File: src/rtl/aud_recorder_ch.sv
// I2S ADC capture into DATA_W-bit words with SRAM address/strobe; stereo when AUD_REC_STEREO_EN is defined.
// Latency: o_wr rises DATA_W+1 BCLK edges after the opening LRCK edge, high for exactly one cycle.
// Backpressure: none; the write arbiter must accept every o_wr strobe.
module aud_recorder_ch #(
    parameter int DATA_W = 16,
    parameter int ADDR_W = 20
) (
    input  logic              i_clk,
    input  logic              i_rst,
    input  logic              i_lrc,
    input  logic              i_data,
    input  logic              i_start,
    input  logic              i_pause,
    input  logic              i_stop,
    output logic [ADDR_W-1:0] o_address,
    output logic [DATA_W-1:0] o_data,
    output logic              o_wr,
    output logic [ADDR_W:0]   o_len,
    output logic              o_full,
    output logic [1:0]        o_state
);

`ifdef AUD_REC_STEREO_EN
    localparam bit STEREO = 1'b1;
`else
    localparam bit STEREO = 1'b0;
`endif

    localparam int CNT_W = $clog2(DATA_W + 1);
    localparam logic [CNT_W-1:0]  LSB_CNT  = CNT_W'(DATA_W - 1);
    localparam logic [CNT_W-1:0]  DONE_CNT = CNT_W'(DATA_W);
    localparam logic [CNT_W-1:0]  CNT_ONE  = CNT_W'(1);
    localparam logic [ADDR_W-1:0] ADDR_ONE = ADDR_W'(1);
    localparam logic [ADDR_W:0]   LEN_ONE  = (ADDR_W + 1)'(1);

    typedef enum logic [1:0] {
        S_IDLE  = 2'd0,
        S_WAIT  = 2'd1,
        S_CAPT  = 2'd2,
        S_PAUSE = 2'd3
    } state_t;

    state_t            state_q, state_d;
    logic              lrc_q, lrc_d;
    logic [DATA_W-1:0] shift_q, shift_d;
    logic [DATA_W-1:0] data_q, data_d;
    logic [CNT_W-1:0]  cnt_q, cnt_d;
    logic              wr_q, wr_d;
    logic [ADDR_W-1:0] addr_q, addr_d;
    logic [ADDR_W:0]   len_q, len_d;
    logic              full_q, full_d;
    // Set after a left word lands: the matching right slot may be captured.
    logic              rok_q, rok_d;

    logic              fall_edge, rise_edge, done, full_wrap, round_up;
    logic [ADDR_W-1:0] addr_upd;

    always_comb begin
        lrc_d     = i_lrc;
        state_d   = state_q;
        shift_d   = shift_q;
        data_d    = data_q;
        cnt_d     = cnt_q;
        wr_d      = 1'b0;
        addr_d    = addr_q;
        len_d     = len_q;
        full_d    = full_q;
        rok_d     = rok_q;
        fall_edge = lrc_q & ~i_lrc;
        rise_edge = ~lrc_q & i_lrc;
        done      = (state_q == S_CAPT) && (cnt_q == DONE_CNT);
        full_wrap = done && (addr_q == '1);
        addr_upd  = done ? addr_q + ADDR_ONE : addr_q;
        round_up  = STEREO && addr_upd[0];

        case (state_q)
            S_WAIT: begin
                if (fall_edge || (STEREO && rise_edge && rok_q)) begin
                    state_d = S_CAPT;
                    cnt_d   = '0;
                end
            end
            S_CAPT: begin
                if (done) begin
                    addr_d = addr_upd;
                    len_d  = len_q + LEN_ONE;
                    rok_d  = STEREO && !rok_q;
                    if (full_wrap) begin
                        full_d  = 1'b1;
                        rok_d   = 1'b0;
                        state_d = S_IDLE;
                    end else begin
                        state_d = S_WAIT;
                    end
                end else begin
                    cnt_d   = cnt_q + CNT_ONE;
                    shift_d = {shift_q[DATA_W-2:0], i_data};
                    if (cnt_q == LSB_CNT) begin
                        data_d = {shift_q[DATA_W-2:0], i_data};
                        wr_d   = 1'b1;
                    end
                end
            end
            default: ;
        endcase

        // A completing word keeps its address/len update; a partial word is dropped.
        if (i_stop) begin
            if (state_q != S_IDLE) begin
                state_d = S_IDLE;
                wr_d    = 1'b0;
                data_d  = data_q;
                rok_d   = 1'b0;
                addr_d  = addr_upd + ADDR_W'(round_up);
            end
        end else if (i_pause) begin
            if (state_q != S_IDLE) begin
                state_d = full_wrap ? S_IDLE : S_PAUSE;
                wr_d    = 1'b0;
                data_d  = data_q;
                rok_d   = 1'b0;
                addr_d  = addr_upd + ADDR_W'(round_up);
            end
        end else if (i_start) begin
            if (state_q == S_IDLE) begin
                state_d = S_WAIT;
                addr_d  = '0;
                len_d   = '0;
                full_d  = 1'b0;
                rok_d   = 1'b0;
            end else if (state_q == S_PAUSE) begin
                state_d = S_WAIT;
                rok_d   = 1'b0;
            end
        end
    end

    always_ff @(posedge i_clk) begin
        if (i_rst) begin
            state_q <= S_IDLE;
            lrc_q   <= 1'b0;
            shift_q <= '0;
            data_q  <= '0;
            cnt_q   <= '0;
            wr_q    <= 1'b0;
            addr_q  <= '0;
            len_q   <= '0;
            full_q  <= 1'b0;
            rok_q   <= 1'b0;
        end else begin
            state_q <= state_d;
            lrc_q   <= lrc_d;
            shift_q <= shift_d;
            data_q  <= data_d;
            cnt_q   <= cnt_d;
            wr_q    <= wr_d;
            addr_q  <= addr_d;
            len_q   <= len_d;
            full_q  <= full_d;
            rok_q   <= rok_d;
        end
    end

    assign o_address = addr_q;
    assign o_data    = data_q;
    assign o_wr      = wr_q;
    assign o_len     = len_q;
    assign o_full    = full_q;
    assign o_state   = state_q;

endmodule

File: config.mk
export PLATFORM = sky130hd
export DESIGN_NAME = aud_recorder_ch
export DESIGN_NICKNAME = d
export VERILOG_FILES = /design/src/rtl/aud_recorder_ch.sv
export SDC_FILE = /design/constraint.sdc
export NUM_CORES = 1
export LEC_CHECK = 0
export CAP_MARGIN = 20
export CORE_MARGIN = 4
export CORE_UTILIZATION = 47
export DETAILED_ROUTE_END_ITERATION = 12
export PLACE_DENSITY = 0.82
export SETUP_SLACK_MARGIN = 0.02
export SLEW_MARGIN = 20
export SYNTH_ARGS = -nofsm -noshare
export SYNTH_HDL_FRONTEND = slang
export SYNTH_SLANG_ARGS = --single-unit
export TNS_END_PERCENT = 20
File: constraint.sdc
create_clock -name i_clk -period 2.2 [get_ports i_clk]
set_clock_uncertainty 0.15 [all_clocks]
set_input_delay 0.44 -clock i_clk [delete_from_list [all_inputs] [get_ports i_clk]]
set_output_delay 0.44 -clock i_clk [all_outputs]
set_load 0.02 [all_outputs]
==> metrics.cfg, run 1 <==
[outcome]
status = completed

[worst_setup_path]
reg2reg_slack_ps = 210
worst-path-max-fanout = 6
cp-end-kind = output pin
cp-start-kind = flop
path_buf_inv = 1
crit_family = buffers and inverters
cp_cell_sequence = clkdlybuf4s50_1
worstPathArrival_ps = 1480
cpPeakStageDelay_ps = 680
crit_type = flop to output pin
cp_slowest_cell = clkdlybuf4s50_1
cp.required_ps = 1610

[detailed_routing]
vias_per_cell = 5.14
antenna_left = 0
routed_wirelength_mm = 7.91
num_vias = 3039
drc_errors = 0
first_pass_iters = 4
drt-initial-drc-count = 143
wl_per_cell_um = 13.4

[clocking]
path_clk_slew_ps = 80
root_buffer = clkbuf_8
cts_buffers = 9
cts_max_path_buffers = 2
holdBufCountCts = 0
insertion_delay_ps = 350
htree_levels = 3
cts.sinks = 82
cts_tree = yes

[synth]
synth_nets = 428
synth_cell_type_count = 37
synth-simple-area-share = 0.277
yosysTopAreaCell = dfxtp_1
synth_compound_area_frac = 0.0779
syn_area_um2 = 3450
synth_xor_xnor_area_share = 0.106
synthMuxAreaShare = 0
synth_top_family_by_area = simple AND/OR/NAND/NOR gates
ys_seq_area_frac = 0.475
syn-mean-instance-area_um2 = 8.38
yosys_warnings = 0
synth_top_area_frac = 0.475
synth_fa_ha_area_frac = 0.0326
synthTopCellsByArea = dfxtp_1 48%, nand2_1 9.3%, xor2_1 8.6%
synth_seq_cells = 82
syn-instance-count = 412

[sta]
fin_crit_ps = 2070
final-setup-viol-count = 0
slew_violations = 0
finalHoldViolations = 0
fmaxAchievable_mhz = 482
period_share = 0.943
fin_setup_tns_ps = 0
worst_slew_pin_slew_ps = 439
relSlewSlack = 0.707
rsz0062_at_grt = no

[cells_and_area]
syn_to_final_growth_pct = 30.7
layout_commonest_cell = nand2_1
nets = 506
drive_above_1_share = 0.0747
layout_common_cells = 86 x nand2_1, 82 x dfxtp_1, 67 x clkdlybuf4s50_1
antennaDiodeCount = 0

[power]
leakage_uw = 0.00161
power.density_nw_per_um2 = 656
power_uw = 2960
vdd_drop_max_mv = 0.406

[global_route]
gr-total-overflow = 0
first_global_vias = 2924
grt_max_degree = 43
grt_pass1_wl_mm = 13.4
antenna_found_initial = 0
grt_util_all_layers = 0.190

[die]
die_h_um = 93.7
ioPinCount = 68
die_area_um2 = 8790
initial_core_util = 0.495
fp.dieW_um = 93.7
num_rows = 30
core_area_um2 = 6980

[flow_run]
max_cap_viol_count = 0

[placement]
dpl.hpwl_mm = 5.66
gp_congestion = 0.847
numPortBuffers = 67

[min_path]
min_path_type = flop to flop

[synthesized netlist by cell type (all sizes together)]
cell      n
nand2    86
dfxtp    82
nor2     53
a21oi    36
xor2     34
nand3    21
clkbuf   14
nand4    13
inv      10
ha        9
and3      8
xnor2     8
nor3      6
and4      4
a31oi     3
nor2b     3
nor4      3
a22oi     2
buf       2
nand2b    2
nand3b    2
o21bai    2
a311o     1
a31o      1
and4bb    1
nand4bb   1
nor3b     1
o211ai    1
o21ai     1
o2bb2ai   1
or4b      1
[area by class of cell]
| class | count | area [um^2] |
|---|---|---|
| clock buffers | 11 | 131 |
| clock inverters | 5 | 55.1 |
| fillers | 618 | 2470 |
| inverters | 10 | 37.5 |
| multi-input cells | 304 | 1710 |
| flip-flops and latches | 82 | 1640 |
| well taps | 96 | 120 |
| repair buffers | 83 | 816 |
[final timing paths]
path,depth (start not counted),end,startpoint
worst min-delay path,2,o_data[7],o_data[7]
worst max-delay path,1,o_state[0],o_state[0]
worst max register to register,8,o_len[15],cnt_q[0]
worst min register to register,2,o_data[7],o_data[7]
[layer usage]
layer	routed length, um	vias up	GRT usage
li1	-	1532	-
met1	3470	1434	0.238
met2	3920	57	0.307
met3	335	16	0.0465
met4	178	0	0.0866
met5	0	-	0
[power breakdown]
group | switching (uW) | internal [uW]
clock | 530 | 521
sequential | 29.1 | 1500
combinational | 227 | 154
total | 786 | 2180
[flip-flops by register name, indices dropped and copies added, names as in the netlist]
signal	count
shift_q	15
cnt_q	5
lrc_q	1
o_address	20
o_len	21
o_wr	1
o_data	16
o_state	2
o_full	1
[logic make-up after synthesis]
logic type,count (synthesis)
AO/OA/AOI/OAI,48
XOR/XNOR,42
AND/OR/NAND/NOR,205
adder cells (fa/ha/maj),9
flip-flops,82
buffers and inverters,26
[per-stage QoR]
step	setup WS, ps	cell area, um^2	hold WS (ps)	util	instances
floorplan	79.0	3450	282	-	412
global placement	167	4320	284	0.619	575
detailed placement	97.8	4320	288	0.619	575
CTS	109	4510	310	0.646	591
global route	71.6	4520	328	0.647	591
finish	126	4520	305	0.647	591
[timing repair]
item	in CTS	in global routing
endpoints found under the setup margin	0	4
resized for setup	0	1
buffers inserted	0	0
No activity file was read; power rests on OpenSTA's default activity.
==> run 2: changes to the inputs <==
- CORE_UTILIZATION: 47 -> 46
- PLACE_DENSITY: 0.82 -> 0.83
- clock period: 2.2 -> 1.9 ns (I/O delays scaled with it)
==> run 2 against run 1 <==
Against the previous run: sequential share of layout area fell by 1.3 points; clock power rose by 20%; largest cell class unchanged; worst setup slack lost 78 ps; critical path depth increased by 7; via count rose by 3.0%; register-to-register slack lost 160 ps; critical endpoint is now o_len[15]; total power rose by 20%; sequential power up 15%.
==> metrics.cfg, run 2 (same netlist as run 1, synthesis figures left out) <==
[sta]
fmaxAchievable_mhz = 540
rsz0062_at_grt = yes
final-setup-viol-count = 0  ; unchanged
fin_crit_ps = 1850
relSlewSlack = 0.792  ; +0.0853
worst_slack_ps = 48.1  ; -78.2 ps
finalHoldViolations = 0  ; unchanged
slew_violations = 0  ; unchanged
period_share = 0.975
worst_slew_pin_slew_ps = 309  ; -129 ps

[clocking]
cts_tree = yes
root_buffer = clkbuf_8
path_clk_slew_ps = 80  ; about the same
holdBufCountCts = 0  ; unchanged
cts_max_path_buffers = 2  ; unchanged
insertion_delay_ps = 350  ; about the same
cts_buffers = 9  ; unchanged
cts.sinks = 82  ; unchanged
htree_levels = 3  ; unchanged

[die]
initial_core_util = 0.474  ; -0.0211
core_area_um2 = 7290  ; +4.4%
ioPinCount = 68  ; unchanged
die_area_um2 = 8960  ; +2.0%
fp.dieW_um = 94.7  ; +0.99%
die_h_um = 94.7  ; +0.99%
num_rows = 31  ; +3.3%

[worst_setup_path]
cpPeakStageDelay_ps = 490  ; -190 ps
cp_cell_sequence = inv_2, ha_4, nand4bb_1, buf_4, nor3_4, or4b_4, xnor2_2, nor2_1
cp-start-kind = flop
r2r_start = cnt_q[1]
cp.required_ps = 2050  ; +440 ps
worst-path-max-fanout = 3  ; -3
crit_type = flop to flop
reg2reg_depth = 8  ; unchanged
r2r_end = o_len[15]
endpoint = o_len[15]
critPathLaunch = cnt_q[1]
worstPathArrival_ps = 2000  ; +520 ps
cp_slowest_cell = or4b_4
cp-end-kind = flop
reg2reg_slack_ps = 50  ; -160 ps

[detailed_routing]
drc_errors = 0  ; unchanged
wl_per_cell_um = 13.9  ; +3.9%
antenna_left = 0  ; unchanged
vias_per_cell = 5.15  ; +0.11%
drt-initial-drc-count = 124  ; -13%
routed_wirelength_mm = 8.45  ; +6.9%
num_vias = 3130  ; +3.0%
first_pass_iters = 4  ; unchanged

[cells_and_area]
final.fill_count = 609  ; -1.5%
largest_reg_flops = 21  ; unchanged
multi_input_area_um2 = 1770  ; +3.3%
nets = 520  ; +2.8%
syn_to_final_growth_pct = 36.1
layout_commonest_cell = nand2_1
ff_latch_area_um2 = 1650  ; +0.38%
layout_common_cells = 86 x nand2_1, 77 x dfxtp_1, 52 x nor2_1
drive_above_1_share = 0.136  ; +0.0608
stdcell_count = 608  ; +2.9%
antennaDiodeCount = 0  ; unchanged

[global_route]
gr-total-overflow = 0  ; unchanged
use_met2 = 0.318  ; +0.0108
grt_util_all_layers = 0.189  ; -0.000629
use_met3 = 0.0526  ; +0.00612
grt_pass1_wl_mm = 13.3  ; -0.77%
antenna_found_initial = 0  ; unchanged
use_met1 = 0.225  ; -0.0129
grt-busiest-layer = met2
grt_max_degree = 39  ; -9.3%
first_global_vias = 2927  ; +0.10%

[outcome]
status = completed

[power]
vdd_drop_max_mv = 0.405  ; -0.29%
pwr-share-seq = 0.493  ; -0.023
switching_share = 0.266  ; +0.000549
power.density_nw_per_um2 = 759  ; +16%
power.share.clock = 0.354  ; about the same
p_int_uw = 2620  ; +20%
leakage_uw = 0.00210  ; +31%
p_sw_uw = 949  ; +21%
combPwrFrac = 0.153  ; +0.024
power_uw = 3570  ; +20%

[min_path]
min_path_type = flop to flop

[placement]
dpl.hpwl_mm = 5.80  ; +2.5%
preCtsSetupSlack_ps = -112  ; -210 ps
gp_congestion = 0.875  ; +3.3%
numPortBuffers = 67  ; unchanged
dpl.cell_count = 587  ; +2.1%

[flow_run]
max_cap_viol_count = 0  ; unchanged

run 2: area by class of cell:
cell class                      count  area share
Clock buffer                       12      0.0309
Clock inverter                      4      0.0109
Inverter                           10     0.00798
Multi-Input combinational cell    304       0.377
Sequential cell                    82       0.350
Tap cell                           99      0.0263
Timing Repair Buffer               97       0.197
run 2: repair_timing:
action,4_1_cts,5_1_grt
pin swaps,0,5
setup buffers,0,3
gates resized for setup,41,26
setup endpoints to repair,42,45
hold endpoints to repair,0,0
cloned,0,2
run 2: worst max-delay path, delay by kind of cell (launching register included):
kind | cells | cell delay, ps
xor gates and xnor gates | 1 | 140
adders and majority gates | 1 | 130
DFF | 1 | 330
buffers and inverters | 2 | 240
and+or+nand+nor | 4 | 820
run 2: metal layers:
layer | wire (um) | share of wire
met1 | 3620 | 0.43
met2 | 4220 | 0.50
met3 | 472 | 0.056
met4 | 147 | 0.017
met5 | 0 | 0
run 2: how the worst min path moves through the flow:
stage                start    endpoint  slack (ps)  depth (start not counted)
2_1_floorplan  shift_q[14]  o_data[15]         280                          2
3_3_place_gp    o_data[11]  o_data[11]         300                          2
3_5_place_dp    o_data[11]  o_data[11]         300                          2
4_1_cts          o_data[9]   o_data[9]         310                          2
5_1_grt          o_data[7]   o_data[7]         330                          2
6_report        o_data[13]  o_data[13]         310                          2
run 2: per-stage QoR:
| step | area, um^2 | utilization | setup TNS (ps) | hold slack, ps |
|---|---|---|---|---|
| after floorplan | 3470 | - | -101 | 282 |
| after global placement | 4440 | 0.608 | -333 | 296 |
| after detailed placement | 4440 | 0.608 | -1360 | 300 |
| after CTS | 4580 | 0.628 | -36.0 | 308 |
| after global routing | 4700 | 0.645 | -151 | 334 |
| final | 4700 | 0.645 | 0 | 307 |
run 2: power groups by stage:
stage	Combinational, uW	Sequential (uW)	Clock [uW]
finish	547	1760	1260
global route	597	1760	1370
CTS	510	1760	1280
detailed placement	517	1800	0
global placement	496	1800	0
floorplan	282	1820	0
